--- src/rtl/iir_par_tdm.sv ---
// Purpose : channel-interleaved first-order shift-add IIR, y = x + B(x[n-1]) + A(y[n-1]) per channel.
// Latency : sample registered at edge t is presented at y_out after edge t+1 (two register stages).
// Backpressure: none; accepts one sample per cycle in any channel order. Optional clamp: IIR_TDM_SAT_EN.
module iir_par_tdm #(
    parameter int W  = 16,
    parameter int CH = 4,
    parameter int CW = 2
) (
    input  logic          clk,
    input  logic          reset,
    input  logic          clr,
    input  logic          in_valid,
    input  logic [CW-1:0] in_ch,
    input  logic [W-1:0]  x_in,
    input  logic [3:0]    kb1,
    input  logic [3:0]    kb2,
    input  logic [3:0]    ka1,
    input  logic [3:0]    ka2,
    output logic          out_valid,
    output logic [CW-1:0] out_ch,
    output logic [W-1:0]  y_out,
    output logic          out_sat
);

    // Five W-bit terms fit in W+3 bits without overflow.
    localparam int SW = W + 3;

    // Arithmetic right shift where a shift of zero disables the term.
    function automatic logic signed [SW-1:0] shr_term(input logic signed [SW-1:0] v,
                                                      input logic [3:0] k);
        logic signed [SW-1:0] r;
        r = '0;
        if (k != 4'd0) begin
            r = v >>> k;
        end
        return r;
    endfunction

    // Sign-extend a W-bit sample into the wide accumulator format.
    function automatic logic signed [SW-1:0] sext(input logic [W-1:0] v);
        return {{3{v[W-1]}}, v};
    endfunction

    // Stage 1 registers
    logic          s1_valid_q, s1_valid_d;
    logic [W-1:0]  s1_x_q,     s1_x_d;
    logic [CW-1:0] s1_ch_q,    s1_ch_d;

    // Output registers
    logic          out_valid_q, out_valid_d;
    logic [CW-1:0] out_ch_q,    out_ch_d;
    logic [W-1:0]  y_out_q,     y_out_d;
    logic          out_sat_q,   out_sat_d;

    // Per-channel filter state
    logic [W-1:0]  x_prev_q [CH];
    logic [W-1:0]  x_prev_d [CH];
    logic [W-1:0]  y_prev_q [CH];
    logic [W-1:0]  y_prev_d [CH];

    // Stage 2 datapath
    logic signed [SW-1:0] x_ext;
    logic signed [SW-1:0] xp_ext;
    logic signed [SW-1:0] yp_ext;
    logic signed [SW-1:0] sum;
    logic [W-1:0]         y_red;
    logic                 sat_flag;

    // Stage 1: capture the incoming sample; a sample arriving with clr is dropped.
    always_comb begin
        s1_valid_d = in_valid && !clr;
        s1_x_d     = s1_x_q;
        s1_ch_d    = s1_ch_q;
        if (in_valid) begin
            s1_x_d  = x_in;
            s1_ch_d = in_ch;
        end
    end

    // Stage 2: read channel state and form the full-precision shift-add sum.
    always_comb begin
        x_ext  = sext(s1_x_q);
        xp_ext = sext(x_prev_q[s1_ch_q]);
        yp_ext = sext(y_prev_q[s1_ch_q]);
        sum    = x_ext
               + shr_term(xp_ext, kb1) + shr_term(xp_ext, kb2)
               + shr_term(yp_ext, ka1) + shr_term(yp_ext, ka2);
    end

`ifdef IIR_TDM_SAT_EN
    // Clamp to the W-bit range; in range exactly when the top four bits agree.
    always_comb begin
        sat_flag = !((&sum[SW-1:W-1]) || !(|sum[SW-1:W-1]));
        y_red    = sum[W-1:0];
        if (sat_flag) begin
            y_red = sum[SW-1] ? {1'b1, {(W-1){1'b0}}} : {1'b0, {(W-1){1'b1}}};
        end
    end
`else
    // Wrap to the low W bits; the guard bits are intentionally discarded.
    logic sum_unused;
    always_comb begin
        y_red      = sum[W-1:0];
        sat_flag   = 1'b0;
        sum_unused = ^sum[SW-1:W];
    end
`endif

    // Output and state update: both land on the same edge so a back-to-back
    // sample on the same channel reads the freshly written state.
    always_comb begin
        out_valid_d = 1'b0;
        out_ch_d    = out_ch_q;
        y_out_d     = y_out_q;
        out_sat_d   = 1'b0;
        for (int c = 0; c < CH; c++) begin
            x_prev_d[c] = x_prev_q[c];
            y_prev_d[c] = y_prev_q[c];
        end
        if (clr) begin
            for (int c = 0; c < CH; c++) begin
                x_prev_d[c] = '0;
                y_prev_d[c] = '0;
            end
        end else if (s1_valid_q) begin
            out_valid_d        = 1'b1;
            out_ch_d           = s1_ch_q;
            y_out_d            = y_red;
            out_sat_d          = sat_flag;
            x_prev_d[s1_ch_q]  = s1_x_q;
            y_prev_d[s1_ch_q]  = y_red;
        end
    end

    // Register all state with synchronous active-low reset.
    always_ff @(posedge clk) begin
        if (!reset) begin
            s1_valid_q  <= 1'b0;
            s1_x_q      <= '0;
            s1_ch_q     <= '0;
            out_valid_q <= 1'b0;
            out_ch_q    <= '0;
            y_out_q     <= '0;
            out_sat_q   <= 1'b0;
            for (int c = 0; c < CH; c++) begin
                x_prev_q[c] <= '0;
                y_prev_q[c] <= '0;
            end
        end else begin
            s1_valid_q  <= s1_valid_d;
            s1_x_q      <= s1_x_d;
            s1_ch_q     <= s1_ch_d;
            out_valid_q <= out_valid_d;
            out_ch_q    <= out_ch_d;
            y_out_q     <= y_out_d;
            out_sat_q   <= out_sat_d;
            for (int c = 0; c < CH; c++) begin
                x_prev_q[c] <= x_prev_d[c];
                y_prev_q[c] <= y_prev_d[c];
            end
        end
    end

    assign out_valid = out_valid_q;
    assign out_ch    = out_ch_q;
    assign y_out     = y_out_q;
    assign out_sat   = out_sat_q;

endmodule
--- config.mk ---
export PLATFORM = sky130hd
export DESIGN_NAME = iir_par_tdm
export DESIGN_NICKNAME = d
export VERILOG_FILES = /design/src/rtl/iir_par_tdm.sv
export SDC_FILE = /design/constraint.sdc
export NUM_CORES = 1
export LEC_CHECK = 0
export CELL_PAD_IN_SITES_DETAIL_PLACEMENT = 0
export CELL_PAD_IN_SITES_GLOBAL_PLACEMENT = 1
export CORE_MARGIN = 2
export CORE_UTILIZATION = 28
export CTS_CLUSTER_DIAMETER = 120
export DETAILED_ROUTE_END_ITERATION = 8
export PLACE_DENSITY = 0.59
export SYNTH_ARGS = -nofsm -noshare
export SYNTH_HDL_FRONTEND = slang
export SYNTH_SLANG_ARGS = --single-unit
--- constraint.sdc ---
create_clock -name clk -period 13.3 [get_ports clk]
set_input_delay 2.66 -clock clk [delete_from_list [all_inputs] [get_ports clk]]
set_output_delay 2.66 -clock clk [all_outputs]
set_load 0.01 [all_outputs]
==> run_results.csv <==
group,metric,value,unit
status,status,"finished, final reports clean",
clock_network,clk_latency,0.43,ns
timing,period_minus_slack,8.66,ns
synth,synthArstFlopShare,0,%
finish,fill_cells,4052,
synth,synth-edff-count,0,
synth,synth_top_area_share,30.4,%
power_and_ir_drop,irDropWorstVdd,0.0805,mV
floorplan,dieWidth,200,um
synth,yosysSeqAreaShare,30.4,%
timing,hold_viol_final,0,
drt,wirelength,34.1,mm
floorplan,die_area,40100,um^2
finish,area_delta_synth_final,14.3,%
clock_network,ctsHoldBuffers,0,
run,maxCapViolations,0,
floorplan,rows,71,
place,gp_congestion,0.831,
grt,antenna_found_initial,0,
finish,stdcell_area,12300,um^2
drt,drt_pre_antenna_iters,5,
grt,grt_usage,16.9,%
grt,grt.overflow.total,0,
finish,antenna_cells,0,
grt,grt_pass1_vias,8775,
finish,nets,1364,
clock_network,numCtsBuffers,17,
drt,route.vias.total,8932,
timing,fin_setup_tns,0,ns
worst_hold_path,worstHoldPathType,"flop to flop",
timing,skew,0.00962,ns
finish,instances_no_fill,1790,
timing,worstMarginPinSlew,1.19,ns
critical_path,crit_start,"ka1[0]",
power_and_ir_drop,power_density,109,nW/um^2
drt,avgRoutedWirePerCell,19.1,um
critical_path,r2r_setup_slack,6.73,ns
clock_network,htreeDepth,4,
synth,synth_cells,1270,
floorplan,ioPinCount,58,
synth,syn-num-nets,1368,
critical_path,cp-endpoint,"y_out[9]",
synth,synth_area_leader_cell,"dfxtp_1",
floorplan,core,37800,um^2
clock_network,cts_buffer_depth,2,
timing,rsz0062_at_grt,"false",
synth,syn_avg_cell_area,8.50,um^2
timing,setup_viol,0,
synth,yosys-top-cells-area,"dfxtp_1, nand2_1, fa_1",
finish,drive_gt1_share,11.1,%
clock_network,cts-root-buf,"clkbuf_16",
critical_path,path_class,"primary input to flop",
timing,final_max_slew_viol_count,0,
place,dpl_cell_area,11700,um^2
drt,vias_per_cell,4.99,
floorplan,start_util,28.5,%
power_and_ir_drop,p_leak,4.47,nW
critical_path,cp-end-kind,"flop",
synth,ys_warn_count,0,
synth,synthFlopType,"dfxtp_1",
critical_path,worstSetupStartpointType,"primary input",
synth,yosysUniqueCellTypes,61,
clock_network,cts_sinks,164,
place,port_buffers,56,
place,dp_cells,1758,
synth,synth.ff_latch_count,164,
critical_path,r2r_cells,19,
drt,route.antenna.remaining_nets,0,
timing,fmax,0.115,GHz
finish,register_area,3290,um^2
place,dp_hpwl,24.7,mm
clock_network,ctsResizeCount,0,
critical_path,arrival,8.95,ns
floorplan,die_height,200,um
timing,fin_crit_sh,65.1,%
clock_network,postCtsSetupRepairBufs,0,
critical_path,critPathMaxFanout,20,
clock_network,cts_tree,"built",
timing,slew_headroom,21.0,%
grt,grt_max_degree,101,
drt,drtIter0Drc,593,
critical_path,r2r-end,"y_out[9]",
critical_path,cp.required,13.59,ns
clock_network,path_clk_slew,0.06,ns
grt,grt_pass1_wl,52.6,mm
finish,multi_input_area,6850,um^2
drt,post-route-drc-count,0,
synth,syn_area,10800,um^2
==> registers in the layout (all words and copies together) (netlist names), named ones only <==
signal and cells:
s1_valid_q 1, y_prev_q 64, s1_x_q 16, y_out 16
s1_ch_q 2, x_prev_q 60, out_valid 1, out_ch 2
==> where the power goes <==
group,total [mW],switching [mW],internal [mW],leakage (nW)
clock,0.503,0.214,0.289,0.283
sequential,0.509,0.00959,0.499,1.33
combinational,0.332,0.214,0.118,2.86
==> final cells by class <==
cell class	count	area share, %
timing repair buffer	67	5.22
tap	511	5.18
clock buffer	19	3.67
clock inverter	13	1.20
inverter	83	2.53
sequential	164	26.6
multi-input combinational	933	55.6
==> placed cells by master, fill, tap and decap left out, drive strengths merged, types with 4 or more instances in the layout <==
| cell | n |
|---|---|
| a22o | 4 |
| ha | 16 |
| mux2 | 52 |
| buf | 11 |
| clkinv | 6 |
| clkbuf | 19 |
| a311o | 4 |
| o21ai | 57 |
| a21oi | 121 |
| nor3 | 13 |
| clkinvlp | 4 |
| o31ai | 11 |
| nor2 | 73 |
| o21a | 27 |
| a211oi | 31 |
| a22oi | 4 |
| fa | 44 |
| xnor2 | 8 |
| nor4 | 4 |
| nand2 | 240 |
| xor2 | 5 |
| mux4 | 33 |
| nand2b | 14 |
| dfxtp | 164 |
| mux2i | 82 |
| inv | 84 |
| clkdlybuf4s50 | 56 |
| a21o | 7 |
| nand3 | 39 |
==> synthesized netlist by cell type, types with 27 or more instances <==
master / instances
o21ai_0: 39
o21a_1: 27
a211oi_1: 31
a21oi_1: 121
mux4_2: 33
nand2_1: 240
dfxtp_1: 164
nand3_1: 39
fa_1: 44
nor2_1: 73
clkbuf_1: 70
mux2i_1: 82
mux2_2: 52
inv_1: 79
==> routing by layer <==
layer | up-vias | share of wire, % | track usage (%)
met5 | - | 0 | 0
met4 | 0 | 0.92 | 3.47
met3 | 21 | 3.2 | 2.44
met2 | 173 | 45 | 26.5
met1 | 4351 | 51 | 24.6
li1 | 4387 | - | -
==> critical path, cell delays in order <==
cell	delay (ns)
clkdlybuf4s50_1	0.90
clkinv_1	0.46
mux2_2	0.38
mux2i_1	0.22
mux2i_1	0.18
a22oi_1	0.39
fa_1	0.47
fa_1	0.54
inv_1	0.06
fa_1	0.51
ha_1	0.19
inv_1	0.07
fa_1	0.46
nor2b_1	0.18
o2111ai_1	0.21
a21boi_0	0.23
o21ai_0	0.12
a21boi_0	0.52
o31ai_1	0.18
==> through the flow <==
stage	utilization (%)	setup WS, ns	power [mW]	hold WS, ns
global route	32.6	4.18	1.41	0.475
global placement	31.0	4.24	0.852	0.439
floorplan	-	5.88	0.739	0.433
finish	32.6	4.64	1.34	0.452
CTS	32.6	4.66	1.36	0.452
detailed placement	31.0	4.21	0.850	0.443
==> cell families (layout without fill, tap and decap cells) <==
logic type	after synthesis	in the layout	share of synthesized area (%)
simple gates	402	402	15.7
flops	164	164	30.4
compound gates	288	288	16.2
fa+ha+maj	60	60	10.0
buf+inv	173	182	6.24
xor+xnor	15	15	1.48
mux	167	167	19.9
other cells	1	1	0.0348
==> worst min path at each step <==
stage | startpoint | to | slack [ns] | cells after the start
after detailed placement | y_prev_q[3][4] | y_prev_q[3][4] | 0.44 | 2
after global placement | x_prev_q[1][11] | x_prev_q[1][11] | 0.44 | 2
after floorplan | x_prev_q[2][10] | x_prev_q[2][10] | 0.43 | 2
final | x_prev_q[1][8] | x_prev_q[1][8] | 0.45 | 2
after global routing | x_prev_q[2][10] | x_prev_q[2][10] | 0.47 | 2
after CTS | y_prev_q[3][4] | y_prev_q[3][4] | 0.45 | 2
Note: power is estimated with default switching activity, not from simulation.
